<file path="config.mk">
export PLATFORM = sky130hd
export DESIGN_NAME = abacus_event_counter_bank
export DESIGN_NICKNAME = d
export VERILOG_FILES = /design/src/rtl/abacus_event_counter_bank.sv
export SDC_FILE = /design/constraint.sdc
export NUM_CORES = 2
export LEC_CHECK = 0
export CAP_MARGIN = 15
export CORE_ASPECT_RATIO = 1.4
export CORE_UTILIZATION = 66
export CTS_CLUSTER_SIZE = 30
export DETAILED_ROUTE_END_ITERATION = 10
export PLACE_DENSITY = 0.91
export SYNTH_ARGS = -nofsm -noshare
export SYNTH_HDL_FRONTEND = slang
export SYNTH_SLANG_ARGS = --single-unit
</file>
<file path="constraint.sdc">
create_clock -name clk -period 4.55 [get_ports clk]
set_input_delay 1.1375 -clock clk [delete_from_list [all_inputs] [get_ports clk]]
set_output_delay 1.1375 -clock clk [all_outputs]
set_load 0.02 [all_outputs]
</file>
<file path="src/rtl/abacus_event_counter_bank.sv">
// abacus_event_counter_bank
//   Wishbone-mapped bank of NUM_CHANNELS event counters for the ABACUS
//   profiler. Each counter is COUNTER_WIDTH bits wide. The block adds
//   per-channel gating, tear-free snapshots of every counter into shadow
//   registers, sticky overflow flags and a wrap or saturate mode.
//
//   Optional feature macro: ABACUS_OVERFLOW_IRQ_EN
//     defined   : IRQ_MASK register exists and irq = registered |(OVF & IRQ_MASK)
//     undefined : IRQ_MASK reads 0, writes to it are ignored, irq is tied 0
//
// Ports
//   clk       clock for everything
//   rst_n     asynchronous, active-low reset
//   event_in  one event per cycle on channel i while bit i is high
//   wb_cyc, wb_stb, wb_we, wb_adr, wb_dat_i  Wishbone classic request
//   wb_dat_o  registered read data, valid while wb_ack is high, 0 otherwise
//   wb_ack    single-cycle acknowledge
//   irq       level overflow interrupt
module abacus_event_counter_bank #(
  parameter int          NUM_CHANNELS  = 8,
  parameter int          COUNTER_WIDTH = 48,
  parameter logic [31:0] BASE_ADDR     = 32'hf0030000
) (
  input  logic                    clk,
  input  logic                    rst_n,
  input  logic [NUM_CHANNELS-1:0] event_in,
  input  logic                    wb_cyc,
  input  logic                    wb_stb,
  input  logic                    wb_we,
  input  logic [31:0]             wb_adr,
  input  logic [31:0]             wb_dat_i,
  output logic [31:0]             wb_dat_o,
  output logic                    wb_ack,
  output logic                    irq
);

  localparam int CW = COUNTER_WIDTH;

  logic                    gen_q;
  logic                    sat_q;
  logic [NUM_CHANNELS-1:0] chan_en_q;
  logic [NUM_CHANNELS-1:0] ovf_vec;
  logic [31:0]             snap_seq_q;
  logic [CW-1:0]           live_arr   [NUM_CHANNELS];
  logic [CW-1:0]           shadow_arr [NUM_CHANNELS];

  logic        req;
  logic        hit;
  logic        wr_hit;
  logic [11:0] off;
  logic        ctrl_wr;
  logic        snap_pulse;
  logic        clr_pulse;
  logic        chan_en_wr;
  logic        ovf_w1c;
  logic [31:0] rdata;
  logic [4:0]  ch_idx;
  logic        ch_found;
  logic [63:0] snap_sel;
  logic [63:0] live_sel;
  logic        unused_bits;

  // A new request is accepted only when no ack is outstanding, which is
  // what spaces back-to-back requests to one every other cycle.
  assign req    = wb_cyc && wb_stb && !wb_ack;
  assign hit    = (wb_adr[31:12] == BASE_ADDR[31:12]);
  assign off    = wb_adr[11:0];
  assign wr_hit = req && wb_we && hit;
  assign ch_idx = off[7:3];

  assign ctrl_wr    = wr_hit && (off == 12'h000);
  assign snap_pulse = ctrl_wr && wb_dat_i[1];
  assign clr_pulse  = ctrl_wr && wb_dat_i[2];
  assign chan_en_wr = wr_hit && (off == 12'h004);
  assign ovf_w1c    = wr_hit && (off == 12'h008);

  assign unused_bits = ^{wb_adr[1:0], wb_dat_i};

  // Control, channel enable and snapshot sequence registers.
  always_ff @(posedge clk or negedge rst_n) begin
    if (!rst_n) begin
      gen_q      <= 1'b0;
      sat_q      <= 1'b0;
      chan_en_q  <= '0;
      snap_seq_q <= '0;
    end else begin
      if (ctrl_wr) begin
        gen_q <= wb_dat_i[0];
        sat_q <= wb_dat_i[3];
      end
      if (chan_en_wr) chan_en_q <= wb_dat_i[NUM_CHANNELS-1:0];
      if (snap_pulse) snap_seq_q <= snap_seq_q + 32'd1;
    end
  end

  // One live counter, shadow and sticky overflow flag per channel.
  for (genvar i = 0; i < NUM_CHANNELS; i++) begin : g_chan
    logic [CW-1:0] count_q;
    logic [CW-1:0] shadow_q;
    logic          ovf_q;
    logic          inc;
    logic          at_max;

    assign inc    = gen_q && chan_en_q[i] && event_in[i];
    assign at_max = &count_q;

    // The shadow samples count_q before this edge's increment or clear,
    // so a snapshot always sees the pre-event, pre-clear value. Clear
    // beats a same-cycle event, and an overflow set beats a W1C.
    always_ff @(posedge clk or negedge rst_n) begin
      if (!rst_n) begin
        count_q  <= '0;
        shadow_q <= '0;
        ovf_q    <= 1'b0;
      end else begin
        if (snap_pulse) shadow_q <= count_q;

        if (clr_pulse) begin
          count_q <= '0;
        end else if (inc) begin
          if (!at_max) begin
            count_q <= count_q + CW'(1);
          end else if (!sat_q) begin
            count_q <= '0;
          end
        end

        if (clr_pulse) begin
          ovf_q <= 1'b0;
        end else if (inc && at_max) begin
          ovf_q <= 1'b1;
        end else if (ovf_w1c && wb_dat_i[i]) begin
          ovf_q <= 1'b0;
        end
      end
    end

    assign live_arr[i]   = count_q;
    assign shadow_arr[i] = shadow_q;
    assign ovf_vec[i]    = ovf_q;
  end

`ifdef ABACUS_OVERFLOW_IRQ_EN
  logic [NUM_CHANNELS-1:0] irq_mask_q;
  logic                    irq_q;

  // Interrupt mask, plus an interrupt line registered one edge behind OVF.
  always_ff @(posedge clk or negedge rst_n) begin
    if (!rst_n) begin
      irq_mask_q <= '0;
      irq_q      <= 1'b0;
    end else begin
      if (wr_hit && (off == 12'h00C)) irq_mask_q <= wb_dat_i[NUM_CHANNELS-1:0];
      irq_q <= |(ovf_vec & irq_mask_q);
    end
  end

  assign irq = irq_q;
`else
  assign irq = 1'b0;
`endif

  // Read mux. Channel windows select low or high word with offset bit 2;
  // unknown offsets, absent channels and foreign windows read 0.
  always_comb begin
    rdata    = '0;
    snap_sel = '0;
    live_sel = '0;
    ch_found = 1'b0;
    for (int i = 0; i < NUM_CHANNELS; i++) begin
      if (int'(ch_idx) == i) begin
        snap_sel = 64'(shadow_arr[i]);
        live_sel = 64'(live_arr[i]);
        ch_found = 1'b1;
      end
    end
    if (hit) begin
      case (off[11:8])
        4'h0: begin
          case (off[7:0])
            8'h00:   rdata = {28'd0, sat_q, 2'b00, gen_q};
            8'h04:   rdata = 32'(chan_en_q);
            8'h08:   rdata = 32'(ovf_vec);
`ifdef ABACUS_OVERFLOW_IRQ_EN
            8'h0C:   rdata = 32'(irq_mask_q);
`endif
            8'h10:   rdata = snap_seq_q;
            default: rdata = '0;
          endcase
        end
        4'h1:    if (ch_found) rdata = off[2] ? snap_sel[63:32] : snap_sel[31:0];
        4'h2:    if (ch_found) rdata = off[2] ? live_sel[63:32] : live_sel[31:0];
        default: rdata = '0;
      endcase
    end
  end

  // Ack and read data are registered together; data is forced to 0
  // whenever no ack is being presented.
  always_ff @(posedge clk or negedge rst_n) begin
    if (!rst_n) begin
      wb_ack   <= 1'b0;
      wb_dat_o <= '0;
    end else begin
      wb_ack   <= req;
      wb_dat_o <= req ? rdata : 32'd0;
    end
  end

endmodule

</file>
==> results.md <==
- Outcome: finished, final reports clean
- Final core occ: 75.3%
- Average size of a mapped cell: 8.74 sq um
- Post-synthesis sequential area ratio: 46.4%
- Root buffer cell: clkbuf_16
- Die W: 225 um
- Max-slew violations: 0
- Total power: 15.4 mW
- CP arrival: 4.38 ns
- Critical path class: reg -> reg
- Area growth syn-to-layout: 13.2%
- Period utilisation layout: between 80% and 90%
- Share of layout cells above drive strength 1: a little under an eighth
- Yosys cell types: 87
- Die height: around 310 um
- Worst hold path class: reg -> reg
- Drt pass-1 iters: 9
- Placed Area: approximately 0.049 sq mm
- Crit Path Max Fanout: 18
- Power per cell area: 298 mW/mm^2
- Post_cts resized: 0
- Leak Pwr: 23.3 nW
- Vias per cell: 7.15
- Initial core utilization: 66.6%
- WL per Instance: 30.4 um
- Async S/R FF share, synth: between 90% and 100%
- Worst-Margin Slew: 1.34 ns
- Drt first-iter violations: around 7,000
- Worst Skew: 0.0275 ns
- Cts hold-fix bufs: 0
- Top FF cell, synth: dfrtp_1
- Yosys warns: 0
- Vias in the first global route: 44,700
- Fillers: 4,718
- Post-synth EDFFs: 0
- Hold WS: between 0.4 and 0.5 ns
- Die area: a little over 0.07 sq mm
- Worst rel slew slack: 10.9%
- RSZ-0062 raised after global routing: no
- Antenna Nets Post-Route: 0
- Row count: ~110
- CTS tree: built
- Maxcap violations: 0
- Overflow after GRT: 0
- TritonCTS buffer count: 84
- Setup TNS: 0 ns
- Total setup buffers inserted after CTS: 0
- GPL Wtd Cong: roughly 1.1
- Cells after Synth: 5,249
- Core area: 0.0689 sq mm
- Tmin final: roughly 3.8 ns
- Synth Cell Area: 0.0459 sq mm
- CTS max path bufs: 3
- Final hold vios: 0
- Final Setup Violations: 0
- CP endpoint kind: flip-flop
- CTS H-tree depth: 3
- Clock sink count: 851
- Antenna violations before repair: 11
- Clock latency on the worst-skew pair: 0.70 ns
- DR vias: 45,300
- Fmax: 262 MHz
- DRT Wirelength: 193,000 um
- Startpoint types: flip-flop
- Pin count of the biggest net entering global routing: 178
- # IOs: approximately 110
- Layout Nets: 5,435
- CP Data Required Time: 5.10 ns
- First-pass GRT wire length: 285,000 um
- Flops & latches, synth: 851
- Worst VDD drop: 0.357 mV
- # port buffers: 85
- Clk slew on worst S/H paths: 0.07 ns
- DP HPWL: 140,000 um
- Post-route cell area: 0.0519 sq mm
- Mapped Nets: 5,335
- GRT Util Overall: 55.7%
- Detailed-route DRC error count: 0
[per-stage QoR]
| step | setup WS [ns] | std cells |
|---|---|---|
| 2_1_floorplan | 1.22 | 5249 |
| 3_3_place_gp | 0.339 | 6186 |
| 3_5_place_dp | 0.232 | 6187 |
| 4_1_cts | 0.922 | 6338 |
| 5_1_grt | 0.629 | 6342 |
| 6_report | 0.727 | 6343 |
[cells in the mapped netlist, types with 8 or more instances]
cell	n	share of area (%)
o21ai_0	347	3.8
o22ai_1	26	0.35
o31ai_1	49	0.80
nor4b_1	8	0.15
nand4_1	176	2.4
nand3_1	194	2.1
nor2b_1	10	0.14
xnor2_1	104	2.0
or3_1	41	0.56
o221ai_1	8	0.15
mux2i_1	60	1.3
buf_1	20	0.16
nor4_1	61	0.83
nor2_1	374	3.1
ha_1	9	0.25
a21oi_1	172	1.9
and2_1	29	0.40
a211oi_1	21	0.34
a221oi_1	20	0.38
dfrtp_1	851	46
mux4_2	105	5.2
or4_1	21	0.34
o211ai_1	16	0.26
a41oi_1	14	0.27
a22oi_1	65	1.1
and3_1	89	1.2
clkbuf_1	262	2.1
or2_2	18	0.25
mux2_2	37	0.91
nor3_1	100	1.1
inv_1	55	0.45
nand2_1	1460	12
a22o_1	20	0.38
a211o_1	8	0.15
a31oi_1	76	1.0
and4_1	32	0.61
xor2_1	90	1.7
o21a_1	9	0.15
a21o_1	9	0.15
buf_2	60	0.65
a2111oi_0	12	0.23
[kinds of logic (layout without fill, tap and decap cells)]
| family | Yosys count | count (layout) | share of synthesized area (%) |
|---|---|---|---|
| AND/OR/NAND/NOR | 2663 | 2663 | 26.2 |
| AO/OA/AOI/OAI | 925 | 925 | 12.5 |
| flip-flops | 851 | 851 | 46.4 |
| buffers and inverters | 403 | 568 | 3.49 |
| multiplexers | 202 | 202 | 7.37 |
| XOR/XNOR | 194 | 194 | 3.71 |
| adder cells (fa/ha/maj) | 10 | 10 | 0.267 |
| other | 1 | 2 | 0.00818 |
[routing by layer]
layer	track usage (%)	vias to the layer above	share of wire, %
li1	-	18700	-
met1	58.7	21600	30
met2	84.2	3615	44
met3	20.8	1351	13
met4	55.8	16	13
met5	0	-	0.048
[final cells by class]
cell class / count / area (sq um) / share of cell area, %
timing repair buffer: 361 / 3390 / 6.53
sequential: 851 / 21300 / 41.0
inverter: 56 / 210 / 0.405
tap: 928 / 1160 / 2.24
clock buffer: 123 / 2400 / 4.62
multi-input combinational: 3995 / 23100 / 44.5
clock inverter: 28 / 370 / 0.714
antenna: 1 / 2.50 / 0.00482
[state kept, by name, indices dropped and copies added, names as in the netlist]
register         count
wb_dat_o            32
snap_seq_q          32
sat_q                1
gen_q                1
g_chan.ovf_q         8
g_chan.shadow_q    384
g_chan.count_q     384
chan_en_q            8
wb_ack               1
[report_power, final]
part | internal, mW | total (mW) | leakage [nW] | switching [mW]
Combinational | 0.177 | 0.598 | 10.2 | 0.420
Clock | 4.07 | 7.28 | 1.35 | 3.21
Sequential | 7.56 | 7.57 | 11.8 | 0.000282
[cells in the final DEF (no fill, tap or decap), types with 104 or more instances in the layout]
cell / Yosys / final
nand3_1: 194 / 194
mux4_2: 105 / 105
buf_4: 3 / 238
nand4_1: 176 / 176
xnor2_1: 104 / 104
nor2_1: 374 / 373
a21oi_1: 172 / 171
dfrtp_1: 851 / 851
o21ai_0: 347 / 345
nand2_1: 1460 / 1460
[worst paths after layout]
| path | endpoint | startpoint | slack, ns | cells after the start |
|---|---|---|---|---|
| min in group asynchronous | g_chan[5].count_q[34]$_DFFE_PN0P_ | rst_n | 0.47 | 1 |
| max in group asynchronous | g_chan[3].shadow_q[9]$_DFFE_PN0P_ | rst_n | 2.92 | 3 |
| hold / removal | g_chan[3].shadow_q[4]$_DFFE_PN0P_ | g_chan[3].shadow_q[4]$_DFFE_PN0P_ | 0.46 | 2 |
| setup reg to reg | g_chan[6].count_q[8]$_DFFE_PN0P_ | g_chan[6].count_q[0]$_DFFE_PN0P_ | 0.73 | 9 |
| setup / recovery | g_chan[6].count_q[8]$_DFFE_PN0P_ | g_chan[6].count_q[0]$_DFFE_PN0P_ | 0.73 | 9 |
| hold reg to reg | g_chan[3].shadow_q[4]$_DFFE_PN0P_ | g_chan[3].shadow_q[4]$_DFFE_PN0P_ | 0.46 | 2 |
[critical path: stages, from the launching register on]
cell      delay [ns]
dfrtp_1         0.45
ha_1            0.31
nand4_1         0.27
nor4_1          0.94
nand4b_1        0.44
a211oi_2        0.61
buf_4           0.34
nor3_1          0.10
xnor2_1         0.16
nor2_1          0.06
Note: power is estimated with default switching activity, not from simulation.
